[src/rtl/pc_pkg.sv]
// Shared opcode type and default sizing for the RAT CPU program-counter unit.
package pc_pkg;

    typedef enum logic [2:0] {
        PC_HOLD = 3'd0,
        PC_INC  = 3'd1,
        PC_JMP  = 3'd2,
        PC_CALL = 3'd3,
        PC_RET  = 3'd4,
        PC_INTR = 3'd5,
        PC_RST  = 3'd6,
        PC_RSVD = 3'd7
    } pc_op_t;

    localparam int PC_ADDR_W_DEF    = 10;
    localparam int PC_STK_DEPTH_DEF = 8;

endpackage

[src/rtl/pc_stack_unit_return_stack.sv]
// Return-address LIFO: registered fill level over an unreset storage array.
// Pushes while full and pops while empty are silently dropped.
module return_stack #(
    parameter int WIDTH = 10,
    parameter int DEPTH = 8
) (
    input  logic                       clk,
    input  logic                       rst_n,
    input  logic                       push,
    input  logic                       pop,
    input  logic                       clr,
    input  logic [WIDTH-1:0]           din,
    output logic [WIDTH-1:0]           top,
    output logic [$clog2(DEPTH+1)-1:0] level,
    output logic                       full,
    output logic                       empty
);

    localparam int LVL_W = $clog2(DEPTH + 1);
    localparam int IDX_W = $clog2(DEPTH);

    logic [WIDTH-1:0] mem_r [DEPTH];
    logic [LVL_W-1:0] level_r;
    logic [LVL_W-1:0] level_m1_s;
    logic [IDX_W-1:0] wr_idx_s;
    logic [IDX_W-1:0] rd_idx_s;
    logic             full_s;
    logic             empty_s;

    assign full_s     = (level_r == LVL_W'(DEPTH));
    assign empty_s    = (level_r == {LVL_W{1'b0}});
    assign level_m1_s = level_r - {{(LVL_W-1){1'b0}}, 1'b1};
    // Level never exceeds DEPTH-1 when indexing, so the narrow slices are lossless.
    assign wr_idx_s   = level_r[IDX_W-1:0];
    assign rd_idx_s   = level_m1_s[IDX_W-1:0];

    // Fill-level counter; clear has priority over push/pop.
    always_ff @(posedge clk or negedge rst_n) begin
        if (!rst_n) begin
            level_r <= {LVL_W{1'b0}};
        end else if (clr) begin
            level_r <= {LVL_W{1'b0}};
        end else if (push && !full_s) begin
            level_r <= level_r + {{(LVL_W-1){1'b0}}, 1'b1};
        end else if (pop && !empty_s) begin
            level_r <= level_m1_s;
        end else begin
            level_r <= level_r;
        end
    end

    // Entry storage; contents are don't-care above the level so no reset is needed.
    always_ff @(posedge clk) begin
        if (push && !full_s && !clr) begin
            mem_r[wr_idx_s] <= din;
        end
    end

    // Top-of-stack view, forced to zero when nothing is stored.
    always_comb begin
        top = {WIDTH{1'b0}};
        if (empty_s) begin
            top = {WIDTH{1'b0}};
        end else begin
            top = mem_r[rd_idx_s];
        end
    end

    assign level = level_r;
    assign full  = full_s;
    assign empty = empty_s;

endmodule

[src/rtl/pc_stack_unit.sv]
// Program counter with next-PC mux, op decode, sticky stack-error flag
// and an internal return-address stack for CALL/RET/INTR.
module pc_stack_unit
    import pc_pkg::*;
#(
    parameter int                ADDR_W    = PC_ADDR_W_DEF,
    parameter int                STK_DEPTH = PC_STK_DEPTH_DEF,
    parameter logic [ADDR_W-1:0] INTR_VEC  = ADDR_W'(10'h3FF),
    parameter logic [ADDR_W-1:0] RESET_VEC = ADDR_W'(10'h000)
) (
    input  logic                           clk,
    input  logic                           rst_n,
    input  pc_op_t                         pc_op,
    input  logic [ADDR_W-1:0]              from_immed,
    input  logic                           clr_err,
    output logic [ADDR_W-1:0]              pc_count,
    output logic [ADDR_W-1:0]              stk_top,
    output logic [$clog2(STK_DEPTH+1)-1:0] stk_level,
    output logic                           stk_full,
    output logic                           stk_empty,
    output logic                           stk_err
);

    logic [ADDR_W-1:0] pc_r;
    logic [ADDR_W-1:0] pc_inc_s;
    logic [ADDR_W-1:0] pc_next_s;
    logic [ADDR_W-1:0] push_data_s;
    logic              push_s;
    logic              pop_s;
    logic              clr_stk_s;
    logic              err_set_s;
    logic              err_next_s;
    logic              err_r;

    assign pc_inc_s = pc_r + {{(ADDR_W-1){1'b0}}, 1'b1};

    // Op decode: next PC plus stack control; overflow/underflow leave PC alone.
    always_comb begin
        pc_next_s   = pc_r;
        push_data_s = {ADDR_W{1'b0}};
        push_s      = 1'b0;
        pop_s       = 1'b0;
        clr_stk_s   = 1'b0;
        err_set_s   = 1'b0;
        case (pc_op)
            PC_HOLD: pc_next_s = pc_r;
            PC_INC:  pc_next_s = pc_inc_s;
            PC_JMP:  pc_next_s = from_immed;
            PC_CALL: begin
                if (stk_full) begin
                    err_set_s = 1'b1;
                end else begin
                    push_s      = 1'b1;
                    push_data_s = pc_inc_s;
                    pc_next_s   = from_immed;
                end
            end
            PC_RET: begin
                if (stk_empty) begin
                    err_set_s = 1'b1;
                end else begin
                    pop_s     = 1'b1;
                    pc_next_s = stk_top;
                end
            end
            PC_INTR: begin
                if (stk_full) begin
                    err_set_s = 1'b1;
                end else begin
                    push_s      = 1'b1;
                    push_data_s = pc_r;
                    pc_next_s   = INTR_VEC;
                end
            end
            PC_RST: begin
                clr_stk_s = 1'b1;
                pc_next_s = RESET_VEC;
            end
            default: pc_next_s = pc_r;
        endcase
    end

    // A fresh error outranks a simultaneous clear request.
    always_comb begin
        err_next_s = err_r;
        if (err_set_s) begin
            err_next_s = 1'b1;
        end else if (clr_err) begin
            err_next_s = 1'b0;
        end else begin
            err_next_s = err_r;
        end
    end

    // PC and sticky error registers.
    always_ff @(posedge clk or negedge rst_n) begin
        if (!rst_n) begin
            pc_r  <= RESET_VEC;
            err_r <= 1'b0;
        end else begin
            pc_r  <= pc_next_s;
            err_r <= err_next_s;
        end
    end

    return_stack #(
        .WIDTH (ADDR_W),
        .DEPTH (STK_DEPTH)
    ) u_return_stack (
        .clk   (clk),
        .rst_n (rst_n),
        .push  (push_s),
        .pop   (pop_s),
        .clr   (clr_stk_s),
        .din   (push_data_s),
        .top   (stk_top),
        .level (stk_level),
        .full  (stk_full),
        .empty (stk_empty)
    );

    assign pc_count = pc_r;
    assign stk_err  = err_r;

endmodule
[config.mk]
export PLATFORM = sky130hd
export DESIGN_NAME = pc_stack_unit
export DESIGN_NICKNAME = d
export VERILOG_FILES = /design/src/rtl/pc_pkg.sv /design/src/rtl/pc_stack_unit_return_stack.sv /design/src/rtl/pc_stack_unit.sv
export SDC_FILE = /design/constraint.sdc
export NUM_CORES = 1
export LEC_CHECK = 0
export CORE_ASPECT_RATIO = 2
export CORE_UTILIZATION = 50
export CTS_CLUSTER_SIZE = 10
export DETAILED_ROUTE_END_ITERATION = 12
export GPL_TIMING_DRIVEN = 0
export PLACE_DENSITY = 0.74
export SYNTH_ARGS = -nofsm -noshare
export SYNTH_HDL_FRONTEND = slang
export SYNTH_HIERARCHICAL = 1
export SYNTH_SLANG_ARGS = --single-unit
[constraint.sdc]
create_clock -name clk -period 3.4 [get_ports clk]
set_input_delay 1.02 -clock clk [delete_from_list [all_inputs] [get_ports clk]]
set_output_delay 1.02 -clock clk [all_outputs]
set_load 0.02 [all_outputs]
Yosys cells after proc, flatten, opt, wreduce, memory -nomap -nowiden
Memories as Yosys holds them, arrays and structs flattened. Cells that the tools add are included.

RAM bits: 80. Bits of input ports: 16. Output and inout bits: 27. Flip-flop bits (word level): 15. Memories kept: 1.

Multiplexer cells: 23. Eq/ne operators: 10. Reduce and logical (&&, ||, !) cells: 12. Add/subtract/negate cells: 3.

Memories: u_return_stack.mem_r (words 8, width 10, read ports 1, clocked after memory_dff 0, wr ports 1, line pc_stack_unit_return_stack.sv:22) `logic [WIDTH-1:0] mem_r [DEPTH];`.

Operators by type and width (number): 10-bit two-way mux (6); 10-bit case mux with 6 select lines (1); 10-bit case mux with 2 select lines (1); 4-bit two-way mux (3); 1-bit two-way mux (11); 10-bit by 1-bit adder with 10-bit output, second input constant (1); 3-bit == test, second input constant (3); 3-bit by 2-bit == test with 1-bit output, second input constant (2); 2-bit inequality test, second input constant (3); 6-bit nonzero test (1); 4-bit by 1-bit adder with 4-bit output, second input constant (1); 4-bit == test, second input constant (1); 4-bit zero test (1); 4-bit AND reduction (1); 4-bit by 1-bit subtractor with 4-bit output, second input constant (1); 3-bit by 1-bit == test with 1-bit output, second input constant (1); 1-bit logical AND (3); 1-bit zero test (3); 3-bit nonzero test (1); 1-bit case mux with 2 select lines (1); 2-bit nonzero test (1); 2-bit OR reduction (1).

Logic depth before layout (Yosys ltp)
Gate-level depths: netlist of run 1.

Depth in word-level cells: 7. Gate-level depth with buffers: 13.

Hierarchy
Netlist of run 1, hierarchy kept.

By module, submodules not included: return_stack (sequential area each 2502.4 um^2, instances 1, area each 3514.6 um^2, cells an instance 200); pc_stack_unit (sequential area each 275.3 um^2, instances 1, area each 1142.3 um^2, cells an instance 139).

Worst setup path after synthesis of run 1
No wires, ideal clock.

Kind: flip-flop to flip-flop. Start point: register u_return_stack.level_r[1], in the netlist u_return_stack/level[1]. End point: memory u_return_stack.mem_r[1][0], enable pin. Path buffers: 4. Data required time: 3010 ps. Library setup time: 390 ps. Cell stages (with the launch flop): 13. Clock period less this slack: 3586 ps. Slack: -186 ps. Arrival: 3196 ps. Cell sequence: dfrtp_1 buf_2 inv_1 ha_1 buf_2 nand3b_1 inv_2 clkbuf_1 a21oi_1 buf_2 inv_1 or4_4 nor3_1.

Cells in the longest elaborated chain, start to end: 7. Elaborated cells on any way between the ends: 8. Those cells by class: 1 x eq/ne; 4 x mux; 3 x reduce/logical.

RTL lines: from (decl) (line pc_stack_unit_return_stack.sv:23) `logic [LVL_W-1:0] level_r;`; from (signal assigned) (line pc_stack_unit_return_stack.sv:40) `level_r <= {LVL_W{1'b0}};`; from (signal assigned) (line pc_stack_unit_return_stack.sv:42) `level_r <= {LVL_W{1'b0}};`; from (signal assigned) (line pc_stack_unit_return_stack.sv:44) `level_r <= level_r + {{(LVL_W-1){1'b0}}, 1'b1};`; 4-bit == test (line pc_stack_unit_return_stack.sv:30) `assign full_s = (level_r == LVL_W'(DEPTH));`; via stk_full (line pc_stack_unit.sv:19) `output logic stk_full,`; 1-bit two-way mux (line pc_stack_unit.sv:50, pc_stack_unit.sv:67); 1-bit two-way mux; via push_s (line pc_stack_unit.sv:28) `logic push_s;`; 1-bit logical AND (2 in series) (line pc_stack_unit_return_stack.sv:54) `if (push && !full_s && !clr) begin`; 1-bit two-way mux (line pc_stack_unit_return_stack.sv:54); 1-bit two-way mux (implied by the code) (line pc_stack_unit_return_stack.sv:55) `mem_r[wr_idx_s] <= din;`; to (decl) (line pc_stack_unit_return_stack.sv:22).

The timed path passes the listed nets, and every way through them passes these cells.

Final worst setup path of run 1
Start point: register u_return_stack.level_r[0], in the netlist u_return_stack/level[0]. End point: output stk_top[8].

Cells in the longest elaborated chain, start to end: 3. Elaborated cells on any way between the ends: 4. Those cells by class: 1 x add/sub; 1 x mux; 1 x reduce/logical; 1 x memory.

RTL lines: 4-bit by 1-bit subtractor with 4-bit output (line pc_stack_unit_return_stack.sv:32) `assign level_m1_s = level_r - {{(LVL_W-1){1'b0}}, 1'b1};`; memory 8 x 10 bit; 10-bit two-way mux * (line pc_stack_unit_return_stack.sv:62) `if (empty_s) begin`; to (decl) (line pc_stack_unit.sv:17) `output logic [ADDR_W-1:0] stk_top,`.

Mark *: on every way between the ends. The rest lies on a longest branch, timed or not.

==> flow_summary.ini, run 1 <==
[outcome]
status = completed

[yosys]
synth.top_cells.by_count = 80 x edfxtp_1, 37 x o21ai_0, 22 x nand2_1
synth.distinct_cells = 62
ys_ff_latch = 95
syn_inst = 339
synth-edff-count = 80
syn_avg_cell_area_um2 = 13.74
post-synth-top-count-cell = edfxtp_1
syn_nets = 362
synth.cell_area_um2 = 4657
yosysSeqAreaShare_pct = 59.65
yosysTopAreaCell = edfxtp_1
synth_top_cells_by_area = edfxtp_1 52%, mux4_2 8.7%, dfrtp_1 8.1%, o21ai_0 4.0%, ha_1 1.9%
yosysWarnings = 6
synth-main-ff-cell = edfxtp_1
synth_top_area_share_pct = 51.59
async_flop_share_pct = 15.79

[power_and_ir_drop]
power.leakage_nw = 2.081
sw_frac_of_total_pct = 38.98
p_comb_share_pct = 48.3
switchingPower_mw = 1.882
max-vdd-ir-drop_v = 0.0004397
intPower_mw = 2.947
powerDensity_nw_per_um2 = 839.2
p_clk_share_pct = 19.5
finalPower_mw = 4.829
seqPwrFrac_pct = 32.2

[grt]
track_usage_pct = 24.69
antenna_found_initial = 0
grt_pass1_wl_um = 18000
grt_pass1_vias = 3330
grt_overflow = 0
grt_max_degree = 18

[route]
dr.pass1.iters = 5
dr.first_iter.drc_count = 200
remaining_drc_errors = 0
num_vias = 3297
viasPerCell = 6.477
routed_wl_um = 11340
detail_route.wl_per_cell_um = 22.28
ant_nets = 0

[clock_network]
cts_inserted_buffers = 9
cts_max_path_buffers = 2
cts.htree.levels = 3
cts_sinks = 95
clock_latency_ns = 0.34
cts_root_buffer = clkbuf_16
cts_hold_buf = 0
tritoncts = built
clkTransAtPathRegs_ns = 0.07

[floorplan]
die-area_um2 = 9727
rows = 49
core_area_um2 = 9012
io_pins = 43
die_w_um = 70.24
start_util_pct = 51.67
die_y_um = 138.5

[place]
gp_congestion = 0.9110
port_buffers = 42
post-dp-hpwl_um = 7978

[critical_path]
cp.required_ns = 2.38
cp_max_fo = 14
crit_arrival_ns = 2.32
worst_setup_path_start_kind = flip-flop
worstPathCellList = buf_6, inv_1, ha_4, nand3b_1, inv_2, clkbuf_8, o21ai_0, nand2_1, clkdlybuf4s15_1
max_stage_delay_ns = 0.41
cp_slowest_cell = dfrtp_1
crit_path_end_kind = output pin
crit_type = reg2out

[timing]
setup-violations-final = 0
hold_viol = 0
hold_slack_ns = 0.5278
relSlewSlack_pct = 49.67
finalMaxSlewViolations = 0
final.period_utilization_pct = 98.09
fmax_mhz = 299.8
finClkSkew_ns = 0.009650
tightest_slew_ns = 0.7526
post-route-min-period_ns = 3.335

[final_layout]
nets = 425
layout-drive-gt1-share_pct = 26.29
antenna_cells = 0
area_delta_synth_final_pct = 23.56

[min_path]
hold_path.class = reg2reg

[run]
maxCapViolations = 0
-- power by group through the flow --
stage / sequential, mW / clock [mW] / combinational [mW]
5_1_grt: 1.57 / 1.00 / 2.48
3_3_place_gp: 1.57 / 0 / 2.17
3_5_place_dp: 1.58 / 0 / 2.20
2_1_floorplan: 1.63 / 0 / 1.33
4_1_cts: 1.55 / 0.960 / 2.29
6_report: 1.56 / 0.942 / 2.33
-- stage by stage --
step	setup TNS [ns]	std cells	setup slack [ns]	instance area, um2	utilization [%]
after global placement	-75.91	483	-0.9415	5210	57.81
after floorplan	0	339	0.07492	4662	-
final	0	509	0.06482	5754	63.85
after global routing	-0.01114	509	-0.006403	5754	63.85
after CTS	0	505	0.001895	5734	63.63
after detailed placement	-80.99	483	-0.9928	5210	57.81
-- cells in the final DEF (no fill, tap or decap), types with 3 or more instances in the layout --
cell type / synthesis / layout
a221oi_1: 8 / 8
buf_4: 6 / 12
a22o_1: 4 / 4
nor2_4: 0 / 8
nand3_1: 5 / 5
buf_6: 6 / 9
edfxtp_1: 80 / 80
a31oi_1: 7 / 7
o21a_1: 3 / 3
a21oi_1: 14 / 14
buf_12: 0 / 7
nor3_1: 6 / 5
dfrtp_1: 15 / 15
clkbuf_16: 0 / 9
ha_1: 7 / 5
and2_2: 3 / 4
o21ai_0: 37 / 37
a22oi_1: 3 / 3
nand2_1: 22 / 22
inv_1: 10 / 10
nor2_1: 19 / 11
clkdlybuf4s50_1: 0 / 30
mux4_2: 18 / 18
a221o_1: 3 / 3
nand2b_1: 4 / 4
a21o_1: 3 / 3
clkbuf_2: 0 / 7
-- layout make-up --
type / count / area (um2)
buffer: 21 / 193.9
fill: 678 / 3258
sequential: 95 / 2778
tap: 102 / 127.6
multi-input combinational: 209 / 1763
clock buffer: 9 / 225.2
inverter: 11 / 41.29
clock inverter: 7 / 55.05
timing repair buffer: 55 / 570.5
-- per-layer routing --
layer | vias up | global-route usage, % | part of all wire, %
met3 | 41 | 4.227 | 4.5
met4 | 0 | 12.95 | 4.7
met1 | 1645 | 26.72 | 34
met5 | - | 0 | 0
met2 | 154 | 44.66 | 57
li1 | 1457 | - | -
-- sequential cells by signal, indices dropped and copies added (netlist names) --
signal                count
u_return_stack/mem_r     80
stk_err                   1
pc_count                 10
u_return_stack/level      4
-- cells by family (layout without fill, tap and decap cells) --
family | count (synthesis) | count (layout) | share of synthesized area (%)
compound gates | 99 | 99 | 14.37
xor+xnor | 1 | 1 | 0.1881
fa+ha+maj | 7 | 7 | 1.881
buf+inv | 35 | 103 | 4.621
flops | 95 | 95 | 59.65
mux | 22 | 22 | 10.32
simple gates | 80 | 80 | 8.974
-- what timing repair did --
item                                    in CTS  in global routing
pin swaps                                    8                  3
endpoints found under the setup margin      92                 74
resized for setup                           51                 13
buffers inserted                             8                  5
-- worst max-delay path: cells and delay by family (launching register included) --
kind | cells | cell delay, ns
fa+ha+maj | 1 | 0.25
flops | 1 | 0.41
simple gates | 2 | 0.26
compound gates | 1 | 0.11
buf+inv | 5 | 0.93
-- worst paths after layout --
path                                          from                    endpoint  cells after the start  slack, ns
max in group asynchronous                    rst_n                 pc_count[6]                      1       1.80
hold reg to reg                            stk_err                     stk_err                      1       0.53
setup reg to reg           u_return_stack/level[0]  u_return_stack/mem_r[1][4]                     12       0.45
min in group asynchronous                    rst_n                     stk_err                      1       1.12
hold / removal                             stk_err                     stk_err                      1       0.53
setup / recovery           u_return_stack/level[0]                  stk_top[8]                      9       0.06
No activity file was read; power rests on OpenSTA's default activity.
==> inputs of run 2 (changes only) <==
Settings changed: ABC_CLOCK_PERIOD_IN_PS set to 3400.
==> results of run 2 <==
Same layout as run 1: the final DEF is identical, and so are final timing and power.
==> inputs of run 3 (changes only) <==
Settings changed: CAP_MARGIN set to 30, CTS_BUF_LIST set to sky130_fd_sc_hd__clkbuf_8.
==> flow_summary.ini, run 3 (synthesized netlist as in run 1, its figures left out) <==
[critical_path]
crit_top_cell = buf_6
crit_type = reg2out
cp_max_fo = 10
cp_slowest_cell = dfrtp_1
crit_arrival_ns = 2.28
r2r_cells = 12
max_stage_delay_ns = 0.39
worst_setup_path_start_kind = flip-flop
cp.required_ns = 2.38
worstPathCellList = buf_6, inv_1, ha_4, buf_6, mux4_2, o21ai_0, nand2_1, clkdlybuf4s15_2
crit_path_end_kind = output pin

[floorplan]
core_area_um2 = 9012
start_util_pct = 51.67
die-area_um2 = 9727
io_pins = 43
die_w_um = 70.24
rows = 49
die_y_um = 138.5

[final_layout]
layout-drive-gt1-share_pct = 26.04
layout_common_cells = 80 x edfxtp_1, 37 x o21ai_0, 30 x clkdlybuf4s50_1, 22 x nand2_1, 18 x mux4_2
stdcell_count = 509
area_delta_synth_final_pct = 21.95
regMostFlops = u_return_stack/mem_r
nets = 425
largest_reg_flops = 80
final_common_cell = edfxtp_1
n_fill_cell = 697
antenna_cells = 0

[timing]
hold_slack_ns = 0.5363
tightest_slew_ns = 0.7703
rsz0062_at_grt = false
final.period_utilization_pct = 97.06
fmax_mhz = 303.0
finClkSkew_ns = 0.01334
relSlewSlack_pct = 48.48
finalMaxSlewViolations = 0
fin_tns_setup_ns = 0
post-route-min-period_ns = 3.300
setup-violations-final = 0
hold_viol = 0

[power_and_ir_drop]
max-vdd-ir-drop_v = 0.0004098
power.leakage_nw = 2.054
powerDensity_nw_per_um2 = 835.6
finalPower_mw = 4.746

[route]
dr.pass1.iters = 4
viasPerCell = 6.196
num_vias = 3154
detail_route.wl_per_cell_um = 21.32
routed_wl_um = 10850
dr.first_iter.drc_count = 124
remaining_drc_errors = 0
ant_nets = 0

[grt]
grt_pass1_wl_um = 17350
grt_pass1_vias = 3334
antenna_found_initial = 0
grt_overflow = 0
grt_max_degree = 19
track_usage_pct = 23.99

[place]
place_inst = 486
post-dp-hpwl_um = 8125
gp_congestion = 0.9110
port_buffers = 42

[clock_network]
cts_max_path_buffers = 2
cts_hold_buf = 0
clock_latency_ns = 0.37
cts_inserted_buffers = 9
cts_root_buffer = clkbuf_8
cts_sinks = 95
tritoncts = built
cts.htree.levels = 3
clkTransAtPathRegs_ns = 0.10

[run]
maxCapViolations = 0

[outcome]
status = completed

[min_path]
hold_path.class = reg2reg
worst_hold_path.num_cells = 1
run 3: worst max-delay path, delay by kind of cell (launching register included):
kind                     cells  cell delay [ns]
AO/OA/AOI/OAI                1             0.09
flip-flops                   1             0.39
adder cells (fa/ha/maj)      1             0.31
buffers and inverters        4             0.69
multiplexers                 1             0.29
AND/OR/NAND/NOR              1             0.13
run 3: power breakdown:
group | switching, mW | internal [mW] | total (mW)
clock | 0.425 | 0.432 | 0.857
sequential | 0.117 | 1.43 | 1.55
combinational | 1.28 | 1.05 | 2.34
total | 1.83 | 2.92 | 4.75
run 3: repair_timing:
| action | 4_1_cts | 5_1_grt |
|---|---|---|
| pin swaps | 4 | 4 |
| gates resized for setup | 58 | 8 |
| setup endpoints to repair | 91 | 63 |
| setup buffers | 5 | 5 |
run 3: path summary, 6_finish.rpt:
path	startpoint	end	slack, ns
worst min-delay path	stk_err	stk_err	0.54
max in group asynchronous	rst_n	pc_count[1]	1.83
min in group asynchronous	rst_n	stk_err	1.09
worst max-delay path	u_return_stack/level[0]	stk_top[9]	0.1
worst max register to register	u_return_stack/level[0]	u_return_stack/mem_r[2][3]	0.46
worst min register to register	stk_err	stk_err	0.54
run 3: layout make-up:
cell class              instances  area, um2  share of cell area, %
clock buffers                   9      123.9                  2.181
plain buffers                  21      193.9                  3.415
inverters                      11      41.29                 0.7270
clock inverters                 7      113.9                  2.005
flip-flops and latches         95       2778                  48.91
well taps                     102      127.6                  2.247
repair buffers                 55      556.8                  9.804
multi-input cells             209       1744                  30.71
run 3: metal layers:
layer  routed length [um]  vias to the layer above  GRT usage [%]
met5                    0                        -              0
met4                  609                        0          17.16
met3                  381                       36          4.009
met2                 6026                      108          41.95
met1                 3834                     1558          25.29
li1                     -                     1452              -
run 3: stage by stage:
step           instance area (um2)  setup WS, ns  util [%]
4_1_cts                       5658     0.0006661     62.78
5_1_grt                       5679      0.001068     63.02
3_3_place_gp                  5210       -0.9415     57.81
6_report                      5679       0.09981     63.02
3_5_place_dp                  5233       -0.9718     58.06
2_1_floorplan                 4662       0.07492         -
